<file path="src/rtl/brc_nibble_seq.sv">
// ============================================================================
// brc_nibble_seq : multi-cycle branch comparator, one 4-bit CLA slice over XLEN/4 cycles
// Revision 1.0
// ============================================================================
`default_nettype none

module brc_nibble_seq #(
    parameter int XLEN = 32
) (
    input  logic            i_clk,
    input  logic            i_rst,
    input  logic            i_valid,
    output logic            o_ready,
    input  logic [XLEN-1:0] i_rs1_data,
    input  logic [XLEN-1:0] i_rs2_data,
    input  logic            i_br_un,
    input  logic            i_flush,
    output logic            o_valid,
    input  logic            i_ready,
    output logic            o_br_equal,
    output logic            o_br_less,
    output logic            o_busy
);

    localparam int c_NIBS = XLEN / 4;
    localparam int c_CW   = $clog2(c_NIBS);
    localparam logic [c_CW-1:0] c_LAST = c_CW'(c_NIBS - 1);

    typedef enum logic [1:0] {
        S_IDLE = 2'd0,
        S_RUN  = 2'd1,
        S_DONE = 2'd2
    } state_t;

    state_t            state_q, state_d;
    logic [XLEN-1:0]   a_q, a_d;
    logic [XLEN-1:0]   bn_q, bn_d;
    logic              un_q, un_d;
    logic              msb_a_q, msb_a_d;
    logic              msb_b_q, msb_b_d;
    logic              carry_q, carry_d;
    logic              eq_acc_q, eq_acc_d;
    logic [c_CW-1:0]   cnt_q, cnt_d;
    logic              equal_q, equal_d;
    logic              less_q, less_d;

    logic [3:0]        w_nib_a, w_nib_b, w_g, w_p;
    logic              w_grp_g, w_grp_p, w_co, w_nib_eq;

    // CLA slice: only the group carry-out is consumed, the sum bits are never needed.
    always_comb begin
        w_nib_a  = a_q[int'(cnt_q)*4 +: 4];
        w_nib_b  = bn_q[int'(cnt_q)*4 +: 4];
        w_g      = w_nib_a & w_nib_b;
        w_p      = w_nib_a ^ w_nib_b;
        w_grp_g  = w_g[3]
                 | (w_p[3] & w_g[2])
                 | (w_p[3] & w_p[2] & w_g[1])
                 | (w_p[3] & w_p[2] & w_p[1] & w_g[0]);
        w_grp_p  = &w_p;
        w_co     = w_grp_g | (w_grp_p & carry_q);
        // A nibble equals the original B nibble exactly when it differs from ~B in every bit.
        w_nib_eq = w_grp_p;
    end

    always_comb begin
        state_d  = state_q;
        a_d      = a_q;
        bn_d     = bn_q;
        un_d     = un_q;
        msb_a_d  = msb_a_q;
        msb_b_d  = msb_b_q;
        carry_d  = carry_q;
        eq_acc_d = eq_acc_q;
        cnt_d    = cnt_q;
        equal_d  = equal_q;
        less_d   = less_q;

        case (state_q)
            S_IDLE: begin
                if (!i_flush && i_valid) begin
                    a_d      = i_rs1_data;
                    bn_d     = ~i_rs2_data;
                    un_d     = i_br_un;
                    msb_a_d  = i_rs1_data[XLEN-1];
                    msb_b_d  = i_rs2_data[XLEN-1];
                    carry_d  = 1'b1;
                    eq_acc_d = 1'b1;
                    cnt_d    = '0;
                    state_d  = S_RUN;
                end
            end
            S_RUN: begin
                if (i_flush) begin
                    state_d = S_IDLE;
                end else begin
                    carry_d  = w_co;
                    eq_acc_d = eq_acc_q & w_nib_eq;
                    if (cnt_q == c_LAST) begin
                        state_d = S_DONE;
                        equal_d = eq_acc_q & w_nib_eq;
                        // Differing signs decide a signed compare without the subtraction.
                        if (!un_q && (msb_a_q != msb_b_q))
                            less_d = msb_a_q;
                        else
                            less_d = ~w_co;
                    end else begin
                        cnt_d = cnt_q + c_CW'(1);
                    end
                end
            end
            S_DONE: begin
                if (i_ready || i_flush) begin
                    state_d = S_IDLE;
                    equal_d = 1'b0;
                    less_d  = 1'b0;
                end
            end
            default: begin
                state_d = S_IDLE;
                equal_d = 1'b0;
                less_d  = 1'b0;
            end
        endcase
    end

    always_ff @(posedge i_clk or posedge i_rst) begin
        if (i_rst) begin
            state_q  <= S_IDLE;
            a_q      <= '0;
            bn_q     <= '0;
            un_q     <= 1'b0;
            msb_a_q  <= 1'b0;
            msb_b_q  <= 1'b0;
            carry_q  <= 1'b0;
            eq_acc_q <= 1'b0;
            cnt_q    <= '0;
            equal_q  <= 1'b0;
            less_q   <= 1'b0;
        end else begin
            state_q  <= state_d;
            a_q      <= a_d;
            bn_q     <= bn_d;
            un_q     <= un_d;
            msb_a_q  <= msb_a_d;
            msb_b_q  <= msb_b_d;
            carry_q  <= carry_d;
            eq_acc_q <= eq_acc_d;
            cnt_q    <= cnt_d;
            equal_q  <= equal_d;
            less_q   <= less_d;
        end
    end

    assign o_ready    = (state_q == S_IDLE);
    assign o_valid    = (state_q == S_DONE);
    assign o_busy     = (state_q != S_IDLE);
    assign o_br_equal = equal_q;
    assign o_br_less  = less_q;

endmodule

`default_nettype wire

</file>
<file path="config.mk">
export PLATFORM = sky130hd
export DESIGN_NAME = brc_nibble_seq
export DESIGN_NICKNAME = d
export VERILOG_FILES = /design/src/rtl/brc_nibble_seq.sv
export SDC_FILE = /design/constraint.sdc
export NUM_CORES = 1
export LEC_CHECK = 0
export ABC_AREA = 1
export BUFFER_PORTS_ARGS = -buffer_cell sky130_fd_sc_hd__buf_2
export CAP_MARGIN = 20
export CORE_MARGIN = 1.5
export CORE_UTILIZATION = 45
export CTS_CLUSTER_DIAMETER = 80
export DETAILED_ROUTE_END_ITERATION = 16
export PLACE_DENSITY = 0.68
export SLEW_MARGIN = 10
export SYNTH_ARGS = -nofsm -noshare
export SYNTH_HDL_FRONTEND = slang
export SYNTH_SLANG_ARGS = --single-unit
</file>
<file path="constraint.sdc">
create_clock -name i_clk -period 2.8 [get_ports i_clk]
set_input_delay 0.28 -clock i_clk [delete_from_list [all_inputs] [get_ports i_clk]]
set_output_delay 0.28 -clock i_clk [all_outputs]
set_load 0.02 [all_outputs]
</file>
# Word level (Yosys, flattened, before mapping)

Cells that the tools add are included.

Flip-flop bits (word level): 76
Input port bits: 70
Output and inout bits: 5
Logic and storage cells: 76

Add/sub/neg operators: 1
Eq/ne operators: 10
Shift operators: 2
Mux-type cells: 22
Bitwise operators: 16
Reductions and logical operators: 14

Operator list:

| operator              | number |
|---|---|
| $shiftx A32 B6 Y4     | 2 |
| $not A32 Y32          | 1 |
| $reduce_and A4 Y1     | 3 |
| $mux W1               | 9 |
| $mux W3               | 3 |
| $mux W2               | 4 |
| $and A1 B1 Y1         | 7 |
| $ne A2 B2 Y1 const B  | 3 |
| $pmux W1 S3           | 2 |
| $pmux W2 S3           | 1 |
| $pmux W3 S2           | 1 |
| $reduce_and A3 Y1     | 2 |
| $and A4 B4 Y4         | 1 |
| $ne A2 B1 Y1 const B  | 2 |
| $or A1 B1 Y1          | 4 |
| $pmux W1 S2           | 2 |
| $reduce_bool A2 Y1    | 2 |
| $xor A4 B4 Y4         | 1 |
| $add A3 B1 Y3 const B | 1 |
| $eq A3 B3 Y1 const B  | 1 |
| $ne A3 B3 Y1 const B  | 1 |
| $eq A2 B1 Y1 const B  | 1 |
| $eq A2 B2 Y1 const B  | 1 |
| $logic_and A1 B1 Y1   | 2 |
| other kinds (6)       | 8 |

# Depth between registers and ports, before layout

Depth in word-level cells: 12
Mapped depth: 15
Mapped depth without buffers: 14

# Worst setup path after synthesis

No wires, ideal clock.

Path kind: register to register
Start: register cnt_q[0]
End: register less_q (netlist: o_br_less)
Setup time: 0.117 ns
Data arrival time: 1.745 ns
Data required time: 2.683 ns
Setup slack: 0.938 ns
Cell stages (with the launch flop): 15
Path buffers: 2
Clock period less this slack: 1.862 ns
Path through: dfrtp_1 > buf_6 > buf_2 > o21ai_0 > o22ai_1 > nand2_1 > nand2_1 > ha_1 > nand2_1 > nor2_1 > nand2_1 > nand3_1 > nand2_1 > nand3_1 > nand2_1

Cells in the longest elaborated chain, start to end: 12
Elaborated cells on any way between the ends: 23
Those cells by class: eq/ne (2); shift (2); mux (4); bitwise (13); reduce/logical (2)

Ends and longest elaborated chain:

| element                                               | line       | RTL |
|---|---|---|
| start, declared                                       | 43         | `logic [c_CW-1:0] cnt_q, cnt_d;` |
| start signal, assigned                                | 149        | `cnt_q <= cnt_d;` |
| $shiftx A32 B6 Y4 (on tied branches)                  | 52, 53     |  |
| $xor A4 B4 Y4 / $and A4 B4 Y4 (equally long branches) | 55, 54     |  |
| $and A1 B1 Y1 (on tied branches)                      | 57, 58, 59 |  |
| $or A1 B1 Y1, or another cell as far along            | 57         | `\| (w_p[3] & w_g[2])` |
| $or A1 B1 Y1 / $and A1 B1 Y1 (equally long branches)  | 58, 59     |  |
| $or A1 B1 Y1                                          | 59         | `\| (w_p[3] & w_p[2] & w_p[1] & w_g[0]);` |
| $or A1 B1 Y1                                          | 61         | `w_co = w_grp_g \| (w_grp_p & carry_q);` |
| $not A1 Y1                                            | 106        | `less_d = ~w_co;` |
| $mux W1                                               | 103        | `if (!un_q && (msb_a_q != msb_b_q))` |
| $mux W1                                               | 99         | `if (cnt_q == c_LAST) begin` |
| $mux W1                                               | 94         | `if (i_flush) begin` |
| $pmux W1 S3                                           | 79         | `case (state_q)` |
| end signal, assigned                                  | 151        | `less_q <= less_d;` |
| end, declared                                         | 45         | `logic less_q, less_d;` |

Several ways; a longest one is shown, not always the timed one. The select of a mux whose other input is x is not followed.
A chain may end at the register's enable or synchronous reset.

# Final worst setup path

Same ends and word-level chain as after synthesis.

==> run summary <==
Antenna Cells = 0
Fmax = 452 MHz
Final hold viol count = 0
Worst-Margin Slew = 694 ps
Synthesized flop and latch total = 75
Setup Viol. Count Final = 0
Fillers = 766
Kind of critical path = flip-flop to flip-flop
Tmin final = 2210 ps
Cell taking the most area after synthesis = dfrtp_1
Clk pwr share = 25.9%
TritonCTS buffer count = 9
Metal3 WL = 344 um
Mean routed wirelength per cell = 13.3 um
Post-cts sizing count = 0
DR vias = 2973
Met2 WL = 3740 um
Synth Cell Area = 0.00361 mm2
Crit start category = flip-flop
RSZ-0062 raised after global routing = no
Yosys cell types = 23
Sw frac = 35.2%
Reg2Reg Depth = 14
Beginning of the critical path = cnt_q[0]
Combinational power share = 29.5%
Syn Inst Count = 433
Clock tree root buffer cell = clkbuf_8
Max Cap Violations = 0
Nets = 576
# hold bufs at CTS = 0
H-tree depth = 3
Max Slew Vio Count = 0
Core ar. = 0.00777 mm2
Critical-path maximum fanout = 43
DIE AREA = 0.00857 mm2
Row count = 32
DIE HEIGHT = 92.6 um
Post-Syn Area per Cell = 8.34 um2
Crit path cell chain = buf_4 -> a21oi_1 -> o21ai_0 -> o21ai_1 -> nand2_1 -> nand2_1 -> ha_1 -> nand2_1 -> nor2_1 -> nand2_1 -> nand3_1 -> nand2_1 -> nand3_1 -> nand2_1
Reg-to-reg startpoint = cnt_q[0]
Critical Path Sink = o_br_less
Skew final = 10.1 ps
Hold Crit Class = input pin to asynchronous set/reset pin
Synth Warn # = 0
IO Pins = 75
Final WL = 8050 um
Synth area leaders = dfrtp_1, nand2_1, o21ai_0
First-pass GRT wire length = 13400 um
Initial Util = 46.5%
Post-synth top area share = 52.0%
Pint = 0.00207 W
Vias per cell = 4.90
Routed Antenna Nets = 0
Power per standard cell area = 765 mW/mm2
Hpwl dp = 5680 um
CP max-delay cell = dfrtp_1
Syn_nets = 509
Reg2reg end = o_br_less
Initial antenna violation count = 0
Max-slew headroom = 53.6%
Crit path arrival time = 2460 ps
Gr usage total = 20.0%
Drt drc = 0
Setup TNS = 0 ps
Drt first-iter violations = 175
R2R setup slack = 590 ps
CTS sink count = 75
Hold Slack = 26.8 ps
Port bufs = 74
Worst-Skew Late Latency = 360 ps
Largest net degree at the start of global routing = 58
Clock-pin slew of the registers on the worst-case setup and hold paths = 80 ps
Vias in the first global route = 2822
Post-CTS setup buffers = 0
Req. time, crit path = 3040 ps
Area growth from synthesis to layout = 15.4%
Maximum VDD drop = 0.346 mV
Max Used Layer = met4
DR pass1 iterations = 4
Post-synthesis sequential area ratio = 52.0%
Element type at the critical path end = flip-flop
Status = finished clean
Flop pwr share = 44.6%
Most Frequent Cell on Critical Path = nand2_1
Worst-case clock buffer depth = 2
Final period util = 79.1%
TritonCTS clock tree = built
CP peak stage delay = 350 ps
Die Wd = 92.6 um
Leakage = 2.15 nW
Met1 Routed Length = 3870 um
Grt ovf = 0
Share of cells above drive strength 1 = 23.0%
Psw = 0.00112 W
Global placement routability congestion = 0.799
## worst max-delay path: cells and delay by family (launching register included)
family / cells / cell delay (ps)
buf+inv: 1 / 350
compound gates: 3 / 390
flops: 1 / 350
fa+ha+maj: 1 / 290
simple gates: 9 / 730
## metal layers
metal | GRT usage, % | up-vias
li1 | - | 1536
met1 | 28.7 | 1358
met2 | 30.6 | 72
met3 | 4.35 | 7
met4 | 5.77 | 0
met5 | 0 | -
## kinds of logic after synthesis
group                    after synthesis  synth area share [%]
buffers and inverters                 48                  7.76
AO/OA/AOI/OAI                        107                  16.7
flip-flops                            75                  52.0
AND/OR/NAND/NOR                      197                  21.5
adder cells (fa/ha/maj)                6                  2.08
## cells in the final DEF, fill, tap and decap left out, types with 6 or more instances in the layout
cell and count:
a21oi_1 8, buf_2 74, clkbuf_8 9, dfrtp_1 75
ha_1 6, inv_1 20, nand2_1 150, nand3_1 10
nor2_1 33, o21ai_0 69, o21ai_1 7, o21ai_2 14
o22ai_1 8
## cell type report
cell class	count	area [um2]	area share [%]
well taps	102	128	3.06
multi-input cells	310	1460	34.9
flip-flops and latches	75	1880	45.0
inverters	24	90.1	2.16
repair buffers	80	428	10.3
clock buffers	10	128	3.06
clock inverters	6	65.1	1.56
## worst min path at each step
| stage | slack (ps) | startpoint | to | depth (start not counted) |
|---|---|---|---|---|
| finish | 30 | i_rst | bn_q[31] | 2 |
| global route | 80 | i_rs2_data[4] | bn_q[4] | 2 |
| CTS | 50 | i_rst | a_q[21] | 2 |
| detailed placement | 430 | i_rst | bn_q[27] | 2 |
| global placement | 430 | i_rst | bn_q[27] | 2 |
| floorplan | 360 | i_rs2_data[0] | bn_q[0] | 1 |
## power by group through the flow
stage / Combinational [W] / Sequential, W / Clock (W)
floorplan: 0.000744 / 0.00140 / 0
global placement: 0.000910 / 0.00144 / 0
detailed placement: 0.000937 / 0.00144 / 0
CTS: 0.000943 / 0.00142 / 0.000838
global route: 0.00109 / 0.00145 / 0.000888
finish: 0.000941 / 0.00142 / 0.000827
## registers in the layout (all words and copies together) (netlist names)
| signal | cells |
|---|---|
| msb_b_q | 1 |
| a_q | 32 |
| carry_q | 1 |
| o_br_less | 1 |
| cnt_q | 3 |
| bn_q | 32 |
| o_br_equal | 1 |
| state_q | 2 |
| eq_acc_q | 1 |
| un_q | 1 |
## cell usage after synthesis, drive strengths merged
| master | count |
|---|---|
| a21oi | 9 |
| buf | 20 |
| clkbuf | 4 |
| clkinv | 1 |
| dfrtp | 75 |
| ha | 6 |
| inv | 23 |
| nand2 | 151 |
| nand3 | 11 |
| nand4 | 1 |
| nor2 | 34 |
| o21ai | 90 |
| o22ai | 8 |
## per-stage QoR
step / util (%) / setup slack [ps] / cells / cell area (um2) / total power, W
2_1_floorplan: - / 610 / 433 / 3610 / 0.00214
3_3_place_gp: 51.2 / 699 / 591 / 3980 / 0.00235
3_5_place_dp: 51.2 / 620 / 591 / 3980 / 0.00238
4_1_cts: 53.7 / 619 / 607 / 4170 / 0.00321
5_1_grt: 53.7 / 348 / 607 / 4170 / 0.00343
6_report: 53.7 / 586 / 607 / 4170 / 0.00319
(Power assumes the default switching activity.)
